## config.mk

```make
export PLATFORM = sky130hd
export DESIGN_NAME = rom_burst_reader
export DESIGN_NICKNAME = d
export VERILOG_FILES = /design/src/rtl/rom_pkg.sv /design/src/rtl/rom_sync.sv /design/src/rtl/rom_burst_reader.sv
export SDC_FILE = /design/constraint.sdc
export NUM_CORES = 1
export LEC_CHECK = 0
export ABC_CLOCK_PERIOD_IN_PS = 3900
export CAP_MARGIN = 20
export CORE_AREA = 2 2 60 62
export DETAILED_ROUTE_END_ITERATION = 7
export DIE_AREA = 0 0 62 64
export PLACE_DENSITY = 0.8
export SKIP_CTS_REPAIR_TIMING = 1
export SLEW_MARGIN = 20
export SYNTH_ARGS = -nofsm -noshare
export SYNTH_HDL_FRONTEND = slang
export SYNTH_HIERARCHICAL = 1
export SYNTH_SLANG_ARGS = --single-unit
```

## constraint.sdc

```tcl
create_clock -name clk -period 3.9 [get_ports clk]
set_input_delay 0.78 -clock clk [delete_from_list [all_inputs] [get_ports clk]]
set_output_delay 0.78 -clock clk [all_outputs]
set_load 0.02 [all_outputs]
```

## src/rtl/rom_pkg.sv

```systemverilog
// rtl/rom_pkg.sv - shared state type, ROM content table and default parameters
//
// Contents:
//   DATA_W_DEF, DEPTH_DEF, ADDR_W_DEF, LEN_W_DEF : default parameter values
//   state_t                                      : reader FSM states
//   ROM_INIT / rom_word()                        : constant ROM contents
package rom_pkg;

    localparam int DATA_W_DEF = 8;
    localparam int DEPTH_DEF  = 12;
    localparam int ADDR_W_DEF = 8;
    localparam int LEN_W_DEF  = 4;

    typedef enum logic [1:0] {
        IDLE  = 2'd0,
        READ  = 2'd1,
        DRAIN = 2'd2
    } state_t;

    localparam int unsigned ROM_INIT_WORDS = 12;

    localparam logic [7:0] ROM_INIT [ROM_INIT_WORDS] = '{
        8'd90, 8'd80, 8'd40, 8'd60, 8'd50, 8'd40,
        8'd30, 8'd20, 8'd10, 8'd100, 8'd101, 8'd102
    };

    // Any address past the end of the initialised table reads as zero.
    function automatic logic [7:0] rom_word(input int unsigned idx);
        if (idx < ROM_INIT_WORDS) begin
            return ROM_INIT[idx[3:0]];
        end
        return 8'd0;
    endfunction

endpackage

```

## src/rtl/rom_sync.sv

```systemverilog
// rtl/rom_sync.sv - constant ROM with registered read and read enable
//
// Ports:
//   clk, rst_n : clock, asynchronous active-low reset (clears q)
//   rd_en      : load q from rom[addr] on this edge
//   addr       : read address
//   q          : registered read data, holds while rd_en is low
module rom_sync
    import rom_pkg::*;
#(
    parameter int DATA_W = DATA_W_DEF,
    parameter int DEPTH  = DEPTH_DEF,
    parameter int ADDR_W = ADDR_W_DEF
) (
    input  logic              clk,
    input  logic              rst_n,
    input  logic              rd_en,
    input  logic [ADDR_W-1:0] addr,
    output logic [DATA_W-1:0] q
);

    // Sized to the full address space so every addr value indexes a real
    // entry; words at or beyond DEPTH are tied to zero.
    localparam int NUM = 1 << ADDR_W;

    logic [DATA_W-1:0] mem [NUM];

    for (genvar i = 0; i < NUM; i++) begin : g_rom
        assign mem[i] = (i < DEPTH) ? DATA_W'(rom_word(i)) : '0;
    end

    always_ff @(posedge clk or negedge rst_n) begin
        if (!rst_n) begin
            q <= '0;
        end else if (rd_en) begin
            q <= mem[addr];
        end
    end

endmodule

```

## src/rtl/rom_burst_reader.sv

```systemverilog
// rtl/rom_burst_reader.sv - burst reader streaming consecutive ROM words
//
// Ports:
//   clk, rst_n            : clock, asynchronous active-low reset
//   req_valid/req_ready   : burst request handshake (ready only when idle)
//   req_dir               : burst start address
//   req_len               : burst length minus one
//   dato_valid/dato_ready : output word handshake
//   dato_s                : output word
//   dato_last             : marks the final word of a burst
//   err                   : one-cycle pulse after an out-of-range request
//   busy                  : high whenever a burst is in progress
module rom_burst_reader
    import rom_pkg::*;
#(
    parameter int DATA_W = DATA_W_DEF,
    parameter int DEPTH  = DEPTH_DEF,
    parameter int ADDR_W = ADDR_W_DEF,
    parameter int LEN_W  = LEN_W_DEF
) (
    input  logic              clk,
    input  logic              rst_n,
    input  logic              req_valid,
    output logic              req_ready,
    input  logic [ADDR_W-1:0] req_dir,
    input  logic [LEN_W-1:0]  req_len,
    output logic              dato_valid,
    input  logic              dato_ready,
    output logic [DATA_W-1:0] dato_s,
    output logic              dato_last,
    output logic              err,
    output logic              busy
);

    localparam logic [ADDR_W:0]   DEPTH_X  = (ADDR_W + 1)'(DEPTH);
    localparam logic [ADDR_W-1:0] LAST_ADR = ADDR_W'(DEPTH - 1);

    state_t            state;
    logic [ADDR_W-1:0] addr;
    // Words still to be loaded after the one currently being loaded.
    logic [LEN_W-1:0]  remaining;

    logic              in_range;
    logic              accept_ok;
    logic              load_read;
    logic              rd_en;
    logic [ADDR_W-1:0] rd_addr;

    function automatic logic [ADDR_W-1:0] next_addr(input logic [ADDR_W-1:0] a);
        return (a == LAST_ADR) ? '0 : a + 1'b1;
    endfunction

    assign in_range  = ({1'b0, req_dir} < DEPTH_X);
    assign accept_ok = (state == IDLE) && req_valid && in_range;
    // The output register is free when it is empty or being consumed now.
    assign load_read = (state == READ) && (!dato_valid || dato_ready);

    // The first word is fetched on the accept edge itself, straight from
    // req_dir, which is what gives a single cycle of request-to-data latency.
    assign rd_en   = accept_ok || load_read;
    assign rd_addr = (state == IDLE) ? req_dir : addr;

    rom_sync #(
        .DATA_W(DATA_W),
        .DEPTH (DEPTH),
        .ADDR_W(ADDR_W)
    ) u_rom (
        .clk  (clk),
        .rst_n(rst_n),
        .rd_en(rd_en),
        .addr (rd_addr),
        .q    (dato_s)
    );

    assign req_ready = (state == IDLE);
    assign busy      = (state != IDLE);

    always_ff @(posedge clk or negedge rst_n) begin
        if (!rst_n) begin
            state      <= IDLE;
            addr       <= '0;
            remaining  <= '0;
            dato_valid <= 1'b0;
            dato_last  <= 1'b0;
            err        <= 1'b0;
        end else begin
            err <= 1'b0;
            case (state)
                IDLE: begin
                    if (req_valid) begin
                        if (in_range) begin
                            dato_valid <= 1'b1;
                            addr       <= next_addr(req_dir);
                            if (req_len == '0) begin
                                dato_last <= 1'b1;
                                remaining <= '0;
                                state     <= DRAIN;
                            end else begin
                                dato_last <= 1'b0;
                                remaining <= req_len - 1'b1;
                                state     <= READ;
                            end
                        end else begin
                            err <= 1'b1;
                        end
                    end
                end
                READ: begin
                    if (load_read) begin
                        dato_valid <= 1'b1;
                        addr       <= next_addr(addr);
                        if (remaining == '0) begin
                            dato_last <= 1'b1;
                            state     <= DRAIN;
                        end else begin
                            remaining <= remaining - 1'b1;
                        end
                    end
                end
                DRAIN: begin
                    if (dato_ready) begin
                        dato_valid <= 1'b0;
                        dato_last  <= 1'b0;
                        state      <= IDLE;
                    end
                end
                default: state <= IDLE;
            endcase
        end
    end

endmodule

```

==> results of run 1 <==
[layer usage]
layer / GRT usage (%) / wire [um] / vias up
met4: 6.383 / 46 / 0
met1: 30.21 / 1882 / 754
met2: 33.20 / 1878 / 24
li1: - / - / 789
met3: 2.429 / 105 / 6
met5: 0 / 0 / -
[cell families after synthesis]
group | Yosys count
compound gates | 64
simple gates | 59
buf+inv | 29
flops | 24
fa+ha+maj | 14
mux | 12
other cells | 1
xor+xnor | 1
[layout by cell type (no fill, tap or decap), drive strengths merged, types with 2 or more instances in the layout]
master and n:
nand3 6, clkbuf 3, and3 6, o21ai 17, mux2 10, o311ai 2
ha 14, nand2b 5, a21oi 14, nor2 12, nor2b 2, a22o 3
nand2 15, nor4 3, o32ai 2, a211oi 3, dfrtp 24, o31ai 4
o41ai 2, o22ai 6, a31oi 4, inv 23, mux2i 2, clkdlybuf4s50 26
nor3 3
[metrics by stage]
stage / instance area [um^2] / setup slack (ps) / hold slack [ps] / total power, W / std cells
6_report: 2185 / 862.7 / 412.8 / 0.001371 / 275
5_1_grt: 2185 / 747.8 / 458.3 / 0.001483 / 275
4_1_cts: 2190 / 865.4 / 530.1 / 0.001377 / 275
3_5_place_dp: 2137 / 1051 / 500.0 / 0.001188 / 271
3_3_place_gp: 2137 / 1130 / 488.9 / 0.001171 / 271
2_1_floorplan: 1842 / 1526 / 455.0 / 0.0009540 / 204
[worst paths after layout]
path	slack, ps	depth (start not counted)	startpoint	end
worst max-delay path	860	4	state[0]	busy
worst min-delay path	410	1	rst_n	remaining[1]
worst max register to register	1460	8	state[0]	u_rom/q[3]
worst min register to register	530	1	dato_last	dato_last
max in group asynchronous	3130	1	rst_n	u_rom/q[2]
min in group clk	530	1	dato_last	dato_last
[power by group through the flow]
stage	clock, W	combinational [W]	sequential, W
2_1_floorplan	0	0.000511	0.000443
3_3_place_gp	0	0.000760	0.000411
3_5_place_dp	0	0.000774	0.000415
4_1_cts	0.000188	0.000777	0.000411
5_1_grt	0.000196	0.000862	0.000425
6_report	0.000186	0.000774	0.000411
[worst max-delay path, delay by kind of cell, from the launching register on]
kind / cells / cell delay (ps)
adder cells (fa/ha/maj): 1 / 570
buffers and inverters: 3 / 940
flip-flops: 1 / 430
[flip-flops by register name, indices dropped and copies added (netlist names)]
name	count
remaining	4
dato_valid	1
err	1
addr	8
state	2
u_rom/q	7
dato_last	1
[layout make-up]
| class | count | area [um^2] |
|---|---|---|
| Fill cell | 272 | 1100 |
| Sequential cell | 24 | 600.6 |
| Tap cell | 46 | 57.56 |
| Clock buffer | 3 | 22.52 |
| Timing Repair Buffer | 27 | 265.3 |
| Clock inverter | 1 | 30.03 |
| Multi-Input combinational cell | 151 | 1122 |
| Inverter | 23 | 86.33 |
==> out/metrics.yaml, run 1 <==
status: "finished clean"
tns_ps: 0
dp_hpwl_um: 2950
ys_types: 50
cp-start-kind: "register"
cts_sinks: 24
initial_core_util_pct: 56.08
setup_viol_count_final: 0
switching_share_pct: 42.20
groute.usage.overall_pct: 21.22
period_share_pct: 77.88
async_flop_share_pct: 100.0
synthSimpleGateAreaFrac_pct: 18.89
antenna_found_initial: 0
worst_slew_pin_slew_ps: 826.0
drt-vias-per-instance: 5.720
synthCells: 204
ir_drop_mv: 0.3297
grt_max_degree: 25
crit_type: "reg2out"
path_clk_slew_ps: 140
grt_first_pass_wirelength_um: 6423
synth_ff_type: "dfrtp_1"
synth-edff-count: 0
grt_remaining_overflow: 0
drt_first_pass_iters: 4
ys_seq_elements: 24
seqPwrFrac_pct: 30.0
antennaDiodeCount: 0
p_leak_nw: 0.9350
ys_top_cells_by_count: "24 x dfrtp_1, 23 x inv_1, 17 x o21ai_0"
drive_gt1_share_pct: 13.54
drc: 0
max_freq_mhz: 329.2
finalCriticalPeriod_ps: 3037
yosysTopAreaCell: "dfrtp_1"
vias: 1573
portBuffers: 27
tritoncts: "built"
worst_clock_skew_ps: 1.779
switchingPower_w: 0.0005785
fp-row-count: 21
die_h_um: 64
cts_buffers: 3
coreArea_um2: 3284
powerDensity_nw_per_um2: 627.5
pwr-share-clk_pct: 13.5
wire_per_inst_um: 14.23
clock_tree.root_cell: "clkbuf_4"
finalCoreUtilization_pct: 66.51
yosys.area.top_type_share_pct: 32.61
avgSynthCellArea_um2: 9.028
synth.most_common_cell: "dfrtp_1"
ys_seq_area_share_pct: 32.61
area_growth_pct: 18.61
relSlewSlack_pct: 44.35
synth.area.mux_share_pct: 7.201
path_cells: "inv_1, ha_1, inv_1, clkdlybuf4s50_1"
syn_nets: 234
postRouteAntennaNets: 0
slowest_stage: "clkdlybuf4s50_1"
comb_power_share_pct: 56.5
cp.required_ps: 3120
p_int_w: 0.0007924
synthTopCellsByArea: "dfrtp_1 33%, ha_1 9.5%, mux2_2 6.1%"
clkLatencyLatePin_ps: 320
cp-end-kind: "output pin"
drtIter0Drc: 87
cts_buffer_depth: 2
routabilityCongestion: 0.8625
crit_path_frequent_cell: "inv_1"
crit_fanout: 16
synth_top_family_by_area: "compound AO/OA/AOI/OAI gates"
grt_pass1_vias: 1458
synth_xor_area_share_pct: 0.4755
rsz0062_at_grt: "false"
yosysWarnings: 6
slew_viol_final: 0
synth_compound_area_share_pct: 24.66
ios: 29
nets: 260
cap_viol_max_count: 0
synth_adder_area_share_pct: 9.511
finalHoldViolCount: 0
wl_um: 3912
hold_class: "in2async"
synth_area_um2: 1842
htree_levels: 1
die_area_um2: 3968
worstPathArrival_ps: 2260
fp.dieW_um: 62
critical_path.max_stage_delay_ps: 600
Power figures use the tool's default switching activity.
==> run 2, diff against run 1 <==
--- a/config.mk
+++ b/config.mk
@@ -5,12 +5,12 @@
 export SDC_FILE = /design/constraint.sdc
 export NUM_CORES = 1
 export LEC_CHECK = 0
-export ABC_CLOCK_PERIOD_IN_PS = 3900
+export ABC_CLOCK_PERIOD_IN_PS = 3100
 export CAP_MARGIN = 20
-export CORE_AREA = 2 2 60 62
+export CORE_AREA = 2 2 62 64
 export DETAILED_ROUTE_END_ITERATION = 7
-export DIE_AREA = 0 0 62 64
-export PLACE_DENSITY = 0.8
+export DIE_AREA = 0 0 64 66
+export PLACE_DENSITY = 0.76
 export SKIP_CTS_REPAIR_TIMING = 1
 export SLEW_MARGIN = 20
 export SYNTH_ARGS = -nofsm -noshare
==> constraint.sdc (replaced) <==
create_clock -name clk -period 3.1 [get_ports clk]
set_input_delay 0.62 -clock clk [delete_from_list [all_inputs] [get_ports clk]]
set_output_delay 0.62 -clock clk [all_outputs]
set_load 0.02 [all_outputs]
==> out/metrics.yaml, run 2 (synthesis gave the netlist of run 1 again) <==
p_int_w: 0.0009997  # +26%
ff2ff_setup_slack_ps: 600  # -860 ps
ir_drop_mv: 0.4129  # +25%
ios: 29  # unchanged
cp-end-kind: "output pin"
grt_first_pass_wirelength_um: 7300  # +14%
multiInputGateArea_um2: 1122  # unchanged
seqPwrFrac_pct: 29.8  # -0.2 points
top_register: "addr"
antenna_found_initial: 0  # unchanged
clkLatencyLatePin_ps: 340  # +20 ps
crit_type: "reg2out"
slew_viol_final: 0  # unchanged
period_share_pct: 92.32
coreArea_um2: 3551  # +8.1%
worst_clock_skew_ps: 19.81  # +18.03 ps
tns_ps: 0  # unchanged
crit_fanout: 16  # unchanged
cts_buffer_depth: 2  # unchanged
die_area_um2: 4224  # +6.5%
vias: 1617  # +2.8%
fin_cells: 279  # +1.5%
drt-vias-per-instance: 5.796  # +1.3%
register_area_um2: 600.6  # unchanged
powerDensity_nw_per_um2: 786.5  # +25%
grt_pass1_vias: 1593  # +9.3%
fp.dieW_um: 64  # +3.2%
fillers: 297  # +9.2%
crit-reg2reg-capture: "u_rom/q[2]"
die_h_um: 66  # +3.1%
comb_power_share_pct: 56.7  # +0.2 points
routabilityCongestion: 0.8506  # -1.4%
relSlewSlack_pct: 40.95  # -3.4 points
portBuffers: 27  # unchanged
drive_gt1_share_pct: 13.85  # +0.32 points
wire_per_inst_um: 14.75  # +3.7%
rr_worst_depth: 6  # -2
cts_buffers: 3  # unchanged
groute.usage.overall_pct: 22.18  # +0.96 points
crit_path_end: "busy"
finalHoldViolCount: 0  # unchanged
pwr-share-clk_pct: 13.5  # about the same
clock_tree.root_cell: "clkbuf_4"
tritoncts: "built"
grt_max_degree: 25  # unchanged
finalCriticalPeriod_ps: 2862
htree_levels: 1  # unchanged
initial_core_util_pct: 51.87  # -4.2 points
fp-row-count: 22  # +4.8%
worstSetupStartpoint: "state[0]"
switchingPower_w: 0.0007361  # +27%
r2r-start: "state[0]"
max_freq_mhz: 349.4
antennaDiodeCount: 0  # unchanged
worstPathArrival_ps: 2240  # -20 ps
worst_slew_pin_slew_ps: 876.5  # +50.53 ps
cp-start-kind: "register"
postRouteAntennaNets: 0  # unchanged
drc: 0  # unchanged
hold_class: "reg2reg"
cp.required_ps: 2480  # -640 ps
cap_viol_max_count: 0  # unchanged
largestRegisters: "addr x8, u_rom/q x7, remaining x4"
final_common_cell: "clkdlybuf4s50_1"
switching_share_pct: 42.41  # +0.21 points
setup_viol_count_final: 0  # unchanged
path_clk_slew_ps: 150  # about the same
place_inst: 275  # +1.5%
largest_register_ffs: 8  # unchanged
rsz0062_at_grt: "false"
dp_hpwl_um: 3097  # +5.0%
drtIter0Drc: 154  # +77%
area_growth_pct: 19.84
drt_first_pass_iters: 4  # unchanged
nets: 262  # +0.77%
final_cell_mix: "27 x clkdlybuf4s50_1, 24 x dfrtp_1, 23 x inv_1"
status: "finished clean"
cts_sinks: 24  # unchanged
grt_remaining_overflow: 0  # unchanged
p_leak_nw: 0.9452  # +1.1%
wl_um: 4114  # +5.2%
run 2: cell count changes in the layout (fill, tap and decap cells not counted), sizes merged:
| cell | previous run | this run |
|---|---|---|
| buf | 1 | 2 |
| clkdlybuf4s50 | 26 | 27 |
run 2: area by class of cell:
class / count / area share [%]
Clock buffer: 3 / 1.020
Tap cell: 48 / 2.721
Multi-Input combinational cell: 151 / 50.85
Inverter: 23 / 3.912
Sequential cell: 24 / 27.21
Timing Repair Buffer: 29 / 12.93
Clock inverter: 1 / 1.361
run 2: worst min-delay path by stage:
stage / startpoint / to / slack [ps] / depth (start not counted)
after global routing: dato_last / dato_last / 570 / 1
after CTS: dato_last / dato_last / 530 / 1
after global placement: dato_last / dato_last / 490 / 1
final: dato_last / dato_last / 520 / 1
after floorplan: rst_n / addr[0] / 320 / 0
after detailed placement: dato_last / dato_last / 500 / 1
run 2: layer usage:
layer / GRT usage (%) / vias to the layer above / wire length, um
li1: - / 794 / -
met1: 29.47 / 760 / 1911
met2: 35.55 / 51 / 1913
met3: 3.918 / 12 / 194
met4: 9.239 / 0 / 95
met5: 0 / - / 0
run 2: critical path, cell delays in order, from the launching register on:
cell and delay [ps]:
dfrtp_1 430, inv_1 110, ha_1 550, inv_1 230, clkdlybuf4s50_1 590
run 2: power by group through the flow:
stage	Combinational (W)	Clock (W)	Sequential [W]
2_1_floorplan	0.000643	0	0.000557
3_3_place_gp	0.000953	0	0.000519
3_5_place_dp	0.000978	0	0.000521
4_1_cts	0.000982	0.000235	0.000516
5_1_grt	0.00110	0.000250	0.000537
6_report	0.000984	0.000234	0.000518
run 2: through the flow:
stage	hold WS (ps)	setup WS [ps]	area (um^2)	utilization [%]	power [W]
5_1_grt	565.9	72.09	2207	62.16	0.001886
2_1_floorplan	324.4	725.9	1842	-	0.001200
4_1_cts	530.5	235.0	2207	62.16	0.001733
6_report	524.2	238.2	2207	62.16	0.001736
3_5_place_dp	501.4	374.9	2155	60.68	0.001499
3_3_place_gp	494.5	509.4	2155	60.68	0.001472
==> run 3, diff against run 2 <==
--- a/config.mk
+++ b/config.mk
@@ -7,13 +7,13 @@
 export LEC_CHECK = 0
 export ABC_CLOCK_PERIOD_IN_PS = 3100
 export CAP_MARGIN = 20
-export CORE_AREA = 2 2 62 64
+export CORE_AREA = 2 2 60 62
+export CTS_BUF_LIST = sky130_fd_sc_hd__clkbuf_4
 export DETAILED_ROUTE_END_ITERATION = 7
-export DIE_AREA = 0 0 64 66
-export PLACE_DENSITY = 0.76
+export DIE_AREA = 0 0 62 64
+export PLACE_DENSITY = 0.78
 export SKIP_CTS_REPAIR_TIMING = 1
 export SLEW_MARGIN = 20
 export SYNTH_ARGS = -nofsm -noshare
 export SYNTH_HDL_FRONTEND = slang
-export SYNTH_HIERARCHICAL = 1
 export SYNTH_SLANG_ARGS = --single-unit
==> out/metrics.yaml, run 3 <==
yosysTopAreaCell: "dfrtp_1"
synth_ff_type: "dfrtp_1"
tns_ps: 0  # unchanged
cp.required_ps: 2480  # about the same
ys_types: 57  # +14%
p_leak_nw: 0.8682  # -8.1%
path_clk_slew_ps: 140  # about the same
relSlewSlack_pct: 49.14  # +8.2 points
groute.usage.overall_pct: 24.51  # +2.3 points
yosys.area.top_type_share_pct: 33.68  # +1.1 points
grt_max_degree: 25  # unchanged
die_h_um: 64  # -3.0%
ys_top_cells_by_count: "24 x dfrtp_1, 21 x nand2_1, 18 x o21ai_0"
drt-vias-per-instance: 6.197  # +6.9%
synth_area_um2: 1783  # -3.2%
worst_clock_skew_ps: 5.832  # -13.98 ps
htree_levels: 1  # unchanged
largestRegisters: "addr x8, u_rom.q x7, remaining x4"
grt_pass1_vias: 1711  # +7.4%
top_register: "addr"
nets: 254  # -3.1%
synth_compound_area_share_pct: 29.54  # +4.9 points
period_share_pct: 91.88  # -0.43 points
status: "finished clean"
wl_um: 4344  # +5.6%
fp-row-count: 21  # -4.5%
drive_gt1_share_pct: 7.456  # -6.4 points
setup_viol_count_final: 0  # unchanged
vias: 1698  # +5.0%
largest_register_ffs: 8  # unchanged
crit_fanout: 12  # -4
cts_buffer_depth: 2  # unchanged
tritoncts: "built"
synthTopCellsByArea: "dfrtp_1 34%, ha_1 6.3%, o21ai_0 5.1%"
cap_viol_max_count: 0  # unchanged
yosysWarnings: 0  # -6
cts_buffers: 3  # unchanged
final_common_cell: "clkdlybuf4s50_1"
final_area_um2: 2116  # -4.1%
dpl-instance-area_um2: 2090  # -3.0%
clock_tree.root_cell: "clkbuf_4"
synth.area.mux_share_pct: 3.579  # -3.6 points
clkLatencyLatePin_ps: 320  # -20 ps
slew_viol_final: 0  # unchanged
wire_per_inst_um: 15.85  # +7.5%
avgSynthCellArea_um2: 8.783  # -2.7%
rsz0062_at_grt: "false"
async_flop_share_pct: 100.0  # unchanged
synth_top_family_by_area: "compound AO/OA/AOI/OAI gates"
ios: 29  # unchanged
ys_seq_area_share_pct: 33.68  # +1.1 points
postRouteAntennaNets: 0  # unchanged
synth_xor_area_share_pct: 1.965  # +1.5 points
grt_first_pass_wirelength_um: 7445  # +2.0%
portBuffers: 27  # unchanged
synthSimpleGateAreaFrac_pct: 19.72  # +0.83 points
fillers: 275  # -7.4%
grt_remaining_overflow: 0  # unchanged
initial_core_util_pct: 54.29  # +2.4 points
finalHoldViolCount: 0  # unchanged
worstPathArrival_ps: 2230  # about the same
dp_hpwl_um: 3329  # +7.5%
coreArea_um2: 3284  # -7.5%
worst_slew_pin_slew_ps: 741.7  # -134.8 ps
final_cell_mix: "27 x clkdlybuf4s50_1, 24 x dfrtp_1, 21 x nand2_1"
cp-start-kind: "register"
die_area_um2: 3968  # -6.1%
drtIter0Drc: 134  # -13%
ir_drop_mv: 0.4548  # +10%
synthCells: 203  # -0.49%
cts_sinks: 24  # unchanged
drt_first_pass_iters: 4  # unchanged
syn_nets: 228  # -2.6%
synth.most_common_cell: "dfrtp_1"
antenna_found_initial: 0  # unchanged
powerDensity_nw_per_um2: 923.4  # +17%
finalCriticalPeriod_ps: 2848  # -13.47 ps
routabilityCongestion: 0.8440  # -0.78%
ys_seq_elements: 24  # unchanged
finalPower_w: 0.001954  # +13%
hold_class: "reg2reg"
fp.dieW_um: 62  # -3.1%
antennaDiodeCount: 0  # unchanged
drc: 0  # unchanged
synth-edff-count: 0  # unchanged
max_freq_mhz: 351.1  # +0.47%
cp-end-kind: "output pin"
synth_adder_area_share_pct: 6.316  # -3.2 points
crit_type: "reg2out"
area_growth_pct: 18.67
[run 3: path summary, 6_finish.rpt]
path,start,slack (ps),endpoint,cells after the start
worst min-delay path,dato_last,510,dato_last,1
worst max-delay path,state[0],250,busy,4
worst min register to register,dato_last,510,dato_last,1
min in group asynchronous,rst_n,650,dato_last,2
worst max register to register,state[0],360,u_rom.q[2],8
max in group asynchronous,rst_n,2210,addr[3],2
[run 3: cells by family after synthesis]
logic type                 after synthesis
AOI/OAI and AO/OA                       71
and+or+nand+nor                         67
DFF                                     24
buffers and inverters                   21
adders and majority gates                9
muxes                                    6
xor gates and xnor gates                 4
other                                    1
[run 3: metrics by stage]
stage | util [%] | hold WS [ps] | setup WS (ps) | instances
after floorplan | - | 324.4 | 924.6 | 203
after global routing | 64.42 | 534.0 | 125.1 | 274
final | 64.42 | 514.4 | 251.7 | 274
after detailed placement | 63.62 | 484.0 | 316.7 | 270
after CTS | 64.42 | 516.5 | 250.2 | 274
after global placement | 63.62 | 468.3 | 422.2 | 270
[run 3: final cells by class]
| cell class | instances | area, um^2 | share of cell area [%] |
|---|---|---|---|
| Tap cell | 46 | 57.56 | 2.720 |
| Inverter | 12 | 45.04 | 2.129 |
| Clock inverter | 1 | 3.754 | 0.1774 |
| Clock buffer | 3 | 22.52 | 1.064 |
| Timing Repair Buffer | 30 | 292.8 | 13.84 |
| Multi-Input combinational cell | 158 | 1094 | 51.69 |
| Sequential cell | 24 | 600.6 | 28.39 |
[run 3: where the power goes]
part	internal, W	total [W]	switching, W
sequential	0.000435	0.000563	0.000128
clock	0.0000472	0.000146	0.0000986
combinational	0.000515	0.00124	0.000729
total	0.000997	0.00195	0.000956
[run 3: layer usage]
metal | part of all wire (%) | track usage [%] | vias to the layer above
met4 | 3.3 | 12.77 | 0
met3 | 3.8 | 2.227 | 15
li1 | - | - | 807
met2 | 48 | 38.67 | 55
met1 | 45 | 32.31 | 821
met5 | 0 | 0 | -
[run 3: worst max-delay path: stages, from the launching register on]
cell and delay (ps):
dfrtp_1 440, inv_1 120, ha_1 520, inv_1 230, clkdlybuf4s50_1 590
